File: src/rtl/serial_add_seq_if.sv
// Handshake and full-adder-cell bundle for serial_add_seq.
// The slave modport is the sequencer. The master modport is the requester, which also hosts the cell.
interface serial_add_seq_if #(
   parameter int WIDTH = 8
);
   logic             start;
   logic [WIDTH-1:0] a;
   logic [WIDTH-1:0] b;
   logic             cin;
   logic             busy;
   logic             done;
   logic [WIDTH-1:0] sum;
   logic             cout;
   logic             fa_a;
   logic             fa_b;
   logic             fa_cin;
   logic             fa_sum;
   logic             fa_cout;

   modport slave (
      input  start, a, b, cin, fa_sum, fa_cout,
      output busy, done, sum, cout, fa_a, fa_b, fa_cin
   );

   modport master (
      output start, a, b, cin, fa_sum, fa_cout,
      input  busy, done, sum, cout, fa_a, fa_b, fa_cin
   );
endinterface

File: src/rtl/serial_add_seq.sv
// Bit-serial WIDTH-bit adder sequencer around an external combinational 1-bit full-adder cell.
// Operands go to the cell LSB first, one bit per cycle. The result comes back with a one-cycle done pulse.
module serial_add_seq #(
   parameter int WIDTH = 8
) (
   input  logic            clk,
   input  logic            rst,
   serial_add_seq_if.slave bus
);
   localparam int CW = (WIDTH > 1) ? $clog2(WIDTH) : 1;
   localparam logic [1:0] S_IDLE  = 2'd0;
   localparam logic [1:0] S_SHIFT = 2'd1;
   localparam logic [1:0] S_DONE  = 2'd2;
   localparam logic [CW-1:0] CNT_LAST = CW'(WIDTH - 1);

   logic [1:0]       state_q, state_d;
   logic [WIDTH-1:0] a_sh_q, a_sh_d;
   logic [WIDTH-1:0] b_sh_q, b_sh_d;
   logic [WIDTH-1:0] res_sh_q, res_sh_d;
   logic [WIDTH-1:0] sum_q, sum_d;
   logic [CW-1:0]    cnt_q, cnt_d;
   logic             carry_q, carry_d;
   logic             cout_q, cout_d;
   logic [WIDTH-1:0] res_shifted;

   // The new sum bit enters at the MSB, so after WIDTH shifts bit 0 has reached position 0.
   generate
      if (WIDTH == 1) begin : g_res_w1
         assign res_shifted = bus.fa_sum;
      end else begin : g_res_wn
         assign res_shifted = {bus.fa_sum, res_sh_q[WIDTH-1:1]};
      end
   endgenerate

   always_comb begin
      state_d  = state_q;
      a_sh_d   = a_sh_q;
      b_sh_d   = b_sh_q;
      res_sh_d = res_sh_q;
      sum_d    = sum_q;
      cnt_d    = cnt_q;
      carry_d  = carry_q;
      cout_d   = cout_q;
      case (state_q)
         S_IDLE: begin
            if (bus.start) begin
               a_sh_d  = bus.a;
               b_sh_d  = bus.b;
               carry_d = bus.cin;
               cnt_d   = '0;
               state_d = S_SHIFT;
            end
         end
         S_SHIFT: begin
            res_sh_d = res_shifted;
            carry_d  = bus.fa_cout;
            a_sh_d   = a_sh_q >> 1;
            b_sh_d   = b_sh_q >> 1;
            cnt_d    = cnt_q + CW'(1);
            if (cnt_q == CNT_LAST) begin
               sum_d   = res_shifted;
               cout_d  = bus.fa_cout;
               state_d = S_DONE;
            end
         end
         S_DONE: state_d = S_IDLE;
         default: state_d = S_IDLE;
      endcase
   end

   always_ff @(posedge clk or posedge rst) begin
      if (rst) begin
         state_q  <= S_IDLE;
         a_sh_q   <= '0;
         b_sh_q   <= '0;
         res_sh_q <= '0;
         sum_q    <= '0;
         cnt_q    <= '0;
         carry_q  <= 1'b0;
         cout_q   <= 1'b0;
      end else begin
         state_q  <= state_d;
         a_sh_q   <= a_sh_d;
         b_sh_q   <= b_sh_d;
         res_sh_q <= res_sh_d;
         sum_q    <= sum_d;
         cnt_q    <= cnt_d;
         carry_q  <= carry_d;
         cout_q   <= cout_d;
      end
   end

   // The cell inputs are forced to zero outside SHIFT so that the cell sees no activity while idle.
   assign bus.fa_a   = (state_q == S_SHIFT) & a_sh_q[0];
   assign bus.fa_b   = (state_q == S_SHIFT) & b_sh_q[0];
   assign bus.fa_cin = (state_q == S_SHIFT) & carry_q;
   assign bus.busy   = (state_q != S_IDLE);
   assign bus.done   = (state_q == S_DONE);
   assign bus.sum    = sum_q;
   assign bus.cout   = cout_q;
endmodule

File: src/flat_wrapper.sv
// flat-port wrapper written by rule: the top's interface ports become plain ports
module serial_add_seq_flat 
#(
   parameter int WIDTH = 8
)
  (clk, rst, bus_start, bus_a, bus_b, bus_cin, bus_fa_sum, bus_fa_cout, bus_busy, bus_done, bus_sum, bus_cout, bus_fa_a, bus_fa_b, bus_fa_cin);
  serial_add_seq_if #(.WIDTH(WIDTH)) bus_i ();
  input  logic clk;
  input  logic rst;
  input wire logic [$bits(bus_i.start)-1:0] bus_start;
  input wire logic [$bits(bus_i.a)-1:0] bus_a;
  input wire logic [$bits(bus_i.b)-1:0] bus_b;
  input wire logic [$bits(bus_i.cin)-1:0] bus_cin;
  input wire logic [$bits(bus_i.fa_sum)-1:0] bus_fa_sum;
  input wire logic [$bits(bus_i.fa_cout)-1:0] bus_fa_cout;
  output wire logic [$bits(bus_i.busy)-1:0] bus_busy;
  output wire logic [$bits(bus_i.done)-1:0] bus_done;
  output wire logic [$bits(bus_i.sum)-1:0] bus_sum;
  output wire logic [$bits(bus_i.cout)-1:0] bus_cout;
  output wire logic [$bits(bus_i.fa_a)-1:0] bus_fa_a;
  output wire logic [$bits(bus_i.fa_b)-1:0] bus_fa_b;
  output wire logic [$bits(bus_i.fa_cin)-1:0] bus_fa_cin;
  assign bus_i.start = bus_start;
  assign bus_i.a = bus_a;
  assign bus_i.b = bus_b;
  assign bus_i.cin = bus_cin;
  assign bus_i.fa_sum = bus_fa_sum;
  assign bus_i.fa_cout = bus_fa_cout;
  assign bus_busy = bus_i.busy;
  assign bus_done = bus_i.done;
  assign bus_sum = bus_i.sum;
  assign bus_cout = bus_i.cout;
  assign bus_fa_a = bus_i.fa_a;
  assign bus_fa_b = bus_i.fa_b;
  assign bus_fa_cin = bus_i.fa_cin;
  serial_add_seq #(.WIDTH(WIDTH)) u_core (.clk(clk), .rst(rst), .bus(bus_i));
endmodule
File: config.mk
export PLATFORM = sky130hd
export DESIGN_NAME = serial_add_seq_flat
export DESIGN_NICKNAME = d
export VERILOG_FILES = /design/src/rtl/serial_add_seq_if.sv /design/src/rtl/serial_add_seq.sv /design/src/flat_wrapper.sv
export SDC_FILE = /design/constraint.sdc
export NUM_CORES = 1
export LEC_CHECK = 0
export CORE_MARGIN = 2
export CORE_UTILIZATION = 25
export DETAILED_ROUTE_END_ITERATION = 12
export DONT_BUFFER_PORTS = 1
export HOLD_SLACK_MARGIN = 0.06
export PLACE_DENSITY = 0.39
export SYNTH_ARGS = -nofsm -noshare
export SYNTH_HDL_FRONTEND = slang
export SYNTH_SLANG_ARGS = --single-unit
File: constraint.sdc
create_clock -name clk -period 1.6 [get_ports clk]
set_input_delay 0.32 -clock clk [delete_from_list [all_inputs] [get_ports clk]]
set_output_delay 0.32 -clock clk [all_outputs]
set_load 0.05 [all_outputs]
==> flow_metrics.py <==
metrics = {
    "status": {
        "outcome": "finished, final reports clean",
    },
    "drt": {
        "vias_per_cell": 4.82,
        "drc": 0,
        "vias": 1211,
        "ant_nets": 0,
        "wl_per_cell_um": 15.5,
        "wirelength_um": 3900,
        "first_pass_iters": 4,
        "drt_iter0_drc": 56,
    },
    "clocking": {
        "cts_buffers": 5,
        "path_clk_slew_ns": 0.07,
        "tritoncts": "yes",
        "clockBufferDepth": 2,
        "htree_levels": 2,
        "cts.sinks": 38,
        "clk_latency_ns": 0.29,
        "clock-root-buffer": "clkbuf_8",
    },
    "global_routing": {
        "antenna_found_initial": 0,
        "grt.total_usage_pct": 11.3,
        "globalRoute.busiestLayer": "met2",
        "grt_pass1_vias": 1306,
        "grtUsageMet3_pct": 3.70,
        "grt_max_degree": 39,
        "grt.met1_usage_pct": 14.5,
        "grt-ovfl-total": 0,
        "grt_pass1_wl_um": 6450,
        "gr-usage-met2_pct": 18.3,
    },
    "final_layout": {
        "fin_cells": 251,
        "utilization_pct": 32.8,
        "num_antenna_cells": 0,
        "layout_commonest_cell": "dfrtp_1",
        "final_cell_area_sq_um": 2080,
        "final_cell_mix": "37 x dfrtp_1, 22 x o22ai_1, 21 x nand2_1",
        "fin_nets": 197,
        "layout-drive-gt1-share_pct": 21.3,
        "syn2layout_area_growth_pct": 27.0,
    },
    "setup_path": {
        "slowest_stage": "dfrtp_2",
        "end_kind": "output pin",
        "crit_arrival_ns": 1.25,
        "required_ns": 1.28,
        "worstPathMaxFanout": 6,
        "cpPeakStageDelay_ns": 0.47,
        "critical_path_class": "flop to output pin",
        "path_cells": "nor2b_4 -> and2_4 -> buf_12",
        "startpoint_type": "flop",
    },
    "sta": {
        "worstMarginPinSlew_ns": 0.485,
        "min_period_ns": 1.57,
        "hold_slack_ns": 0.134,
        "hold_viol": 0,
        "fin_ws_ns": 0.0264,
        "slew_violations": 0,
        "finClkSkew_ns": 0.00390,
        "fmax_mhz": 635,
        "setup_viol": 0,
        "fin_crit_sh_pct": 98.4,
        "slew_headroom_pct": 67.7,
        "rsz0062_at_grt": "yes",
    },
    "placement": {
        "pre_cts_slack_ns": 0.0919,
        "place_inst": 234,
        "place_area_sq_um": 1870,
        "portBuffers": 0,
        "dp_hpwl_um": 2640,
        "place.gp.congestion": 0.741,
    },
    "synthesis": {
        "syn_area_per_cell_sq_um": 10.7,
        "syn_inst": 153,
        "synth_top_area_share_pct": 58.1,
        "yosysTopAreaCell": "dfrtp_1",
        "synth-seq-cells": 38,
        "yosysUniqueCellTypes": 25,
        "ys_seq_area_share_pct": 58.1,
        "netlist_area_sq_um": 1640,
        "synthesis.nets": 177,
        "yosysWarnings": 0,
        "yosys-top-cells-area": "dfrtp_1 58%, o22ai_1 8.4%, mux2_1 6.2%",
    },
    "floorplan": {
        "fp.dieH_um": 84.9,
        "dieArea_sq_um": 7210,
        "initial_core_util_pct": 25.8,
        "die_w_um": 84.9,
        "io-pin-count": 36,
        "rows": 29,
        "coreArea_sq_um": 6350,
    },
    "power_and_ir_drop": {
        "ir_drop_v": 0.000785,
        "powerDensity_nw_per_um2": 2290,
        "cellLeakagePower_nw": 0.960,
    },
    "run": {
        "max-cap-violations": 0,
    },
    "min_path": {
        "hold_class": "input port to flop",
    },
}
[power breakdown]
part | leakage (nW) | internal (mW) | switching (mW)
Combinational | 0.448 | 0.957 | 0.942
Clock | 0.0524 | 0.467 | 0.339
Sequential | 0.459 | 1.40 | 0.673
Total | 0.960 | 2.82 | 1.95
[cells in the mapped netlist]
cell,count
o22ai_1,22
dfrtp_1,38
inv_1,8
o21ai_0,3
or3b_2,1
a22o_1,2
ha_1,2
nor3b_1,3
and2_1,3
buf_2,6
a22oi_1,1
o22a_1,2
buf_4,1
nand2_2,1
clkbuf_1,3
or2_2,1
nand2b_1,2
mux2_1,9
o31ai_1,1
nand2_1,21
a21oi_1,16
nor2_1,4
o32ai_1,1
a21o_1,1
nor2b_4,1
[sequential cells by signal (all words and copies together), names as in the netlist]
register and cells:
u_core.res_sh_q 7, u_core.bus.cout 1, u_core.state_q 2, u_core.bus.sum 8, u_core.a_sh_q 8, u_core.carry_q 1
u_core.cnt_q 3, u_core.b_sh_q 8
[final timing paths]
path | cells past startpoint | slack, ns | end | start
setup / recovery | 3 | 0.03 | bus_fa_cin | u_core.state_q[1]
hold / removal | 2 | 0.13 | u_core.res_sh_q[7] | bus_fa_sum
setup reg to reg | 5 | 0.13 | u_core.b_sh_q[4] | u_core.state_q[0]
hold reg to reg | 1 | 0.48 | u_core.cnt_q[0] | u_core.cnt_q[0]
max in group asynchronous | 3 | 0.66 | u_core.state_q[1] | rst
min in group asynchronous | 3 | 0.59 | u_core.bus.cout | rst
[timing repair]
action	4_1_cts	5_1_grt
gates resized for setup	6	5
setup endpoints to repair	5	6
buffers inserted	8	0
hold buffers	1	0
hold endpoints to repair	38	0
pin swaps	2	3
[routing by layer]
metal  vias up  routed length [um]  share of wire (%)
li1        579                   -                  -
met1       592                1820                 47
met2        33                1840                 47
met3         7                 196                5.0
met4         0                  42                1.1
met5         -                   0                  0
[cell type report]
| type | count | area [sq um] |
|---|---|---|
| Fill cell | 663 | 4270 |
| Inverter | 8 | 30.0 |
| Clock buffer | 7 | 76.3 |
| Multi-Input combinational cell | 97 | 631 |
| Tap cell | 77 | 96.3 |
| Sequential cell | 38 | 952 |
| Clock inverter | 1 | 30.0 |
| Timing Repair Buffer | 23 | 265 |
[logic make-up (layout without fill, tap and decap cells)]
family | after synthesis | after routing | synth area share [%]
buffers and inverters | 18 | 39 | 4.81
multiplexers | 9 | 9 | 6.19
adder cells (fa/ha/maj) | 2 | 2 | 1.53
flip-flops | 38 | 38 | 58.1
AO/OA/AOI/OAI | 49 | 49 | 18.3
AND/OR/NAND/NOR | 37 | 37 | 11.2
[worst max-delay path, delay by kind of cell, from the launching register on]
kind / cells / cell delay (ns)
buf+inv: 1 / 0.13
flops: 1 / 0.47
simple gates: 2 / 0.37
[through the flow]
step                      setup TNS [ns]  total power, mW
final                                  0             4.77
after global routing              -0.172             5.09
after CTS                        -0.0656             4.78
after detailed placement               0             3.81
after global placement                 0             3.74
after floorplan                        0             3.16
Note: power is estimated with default switching activity, not from simulation.
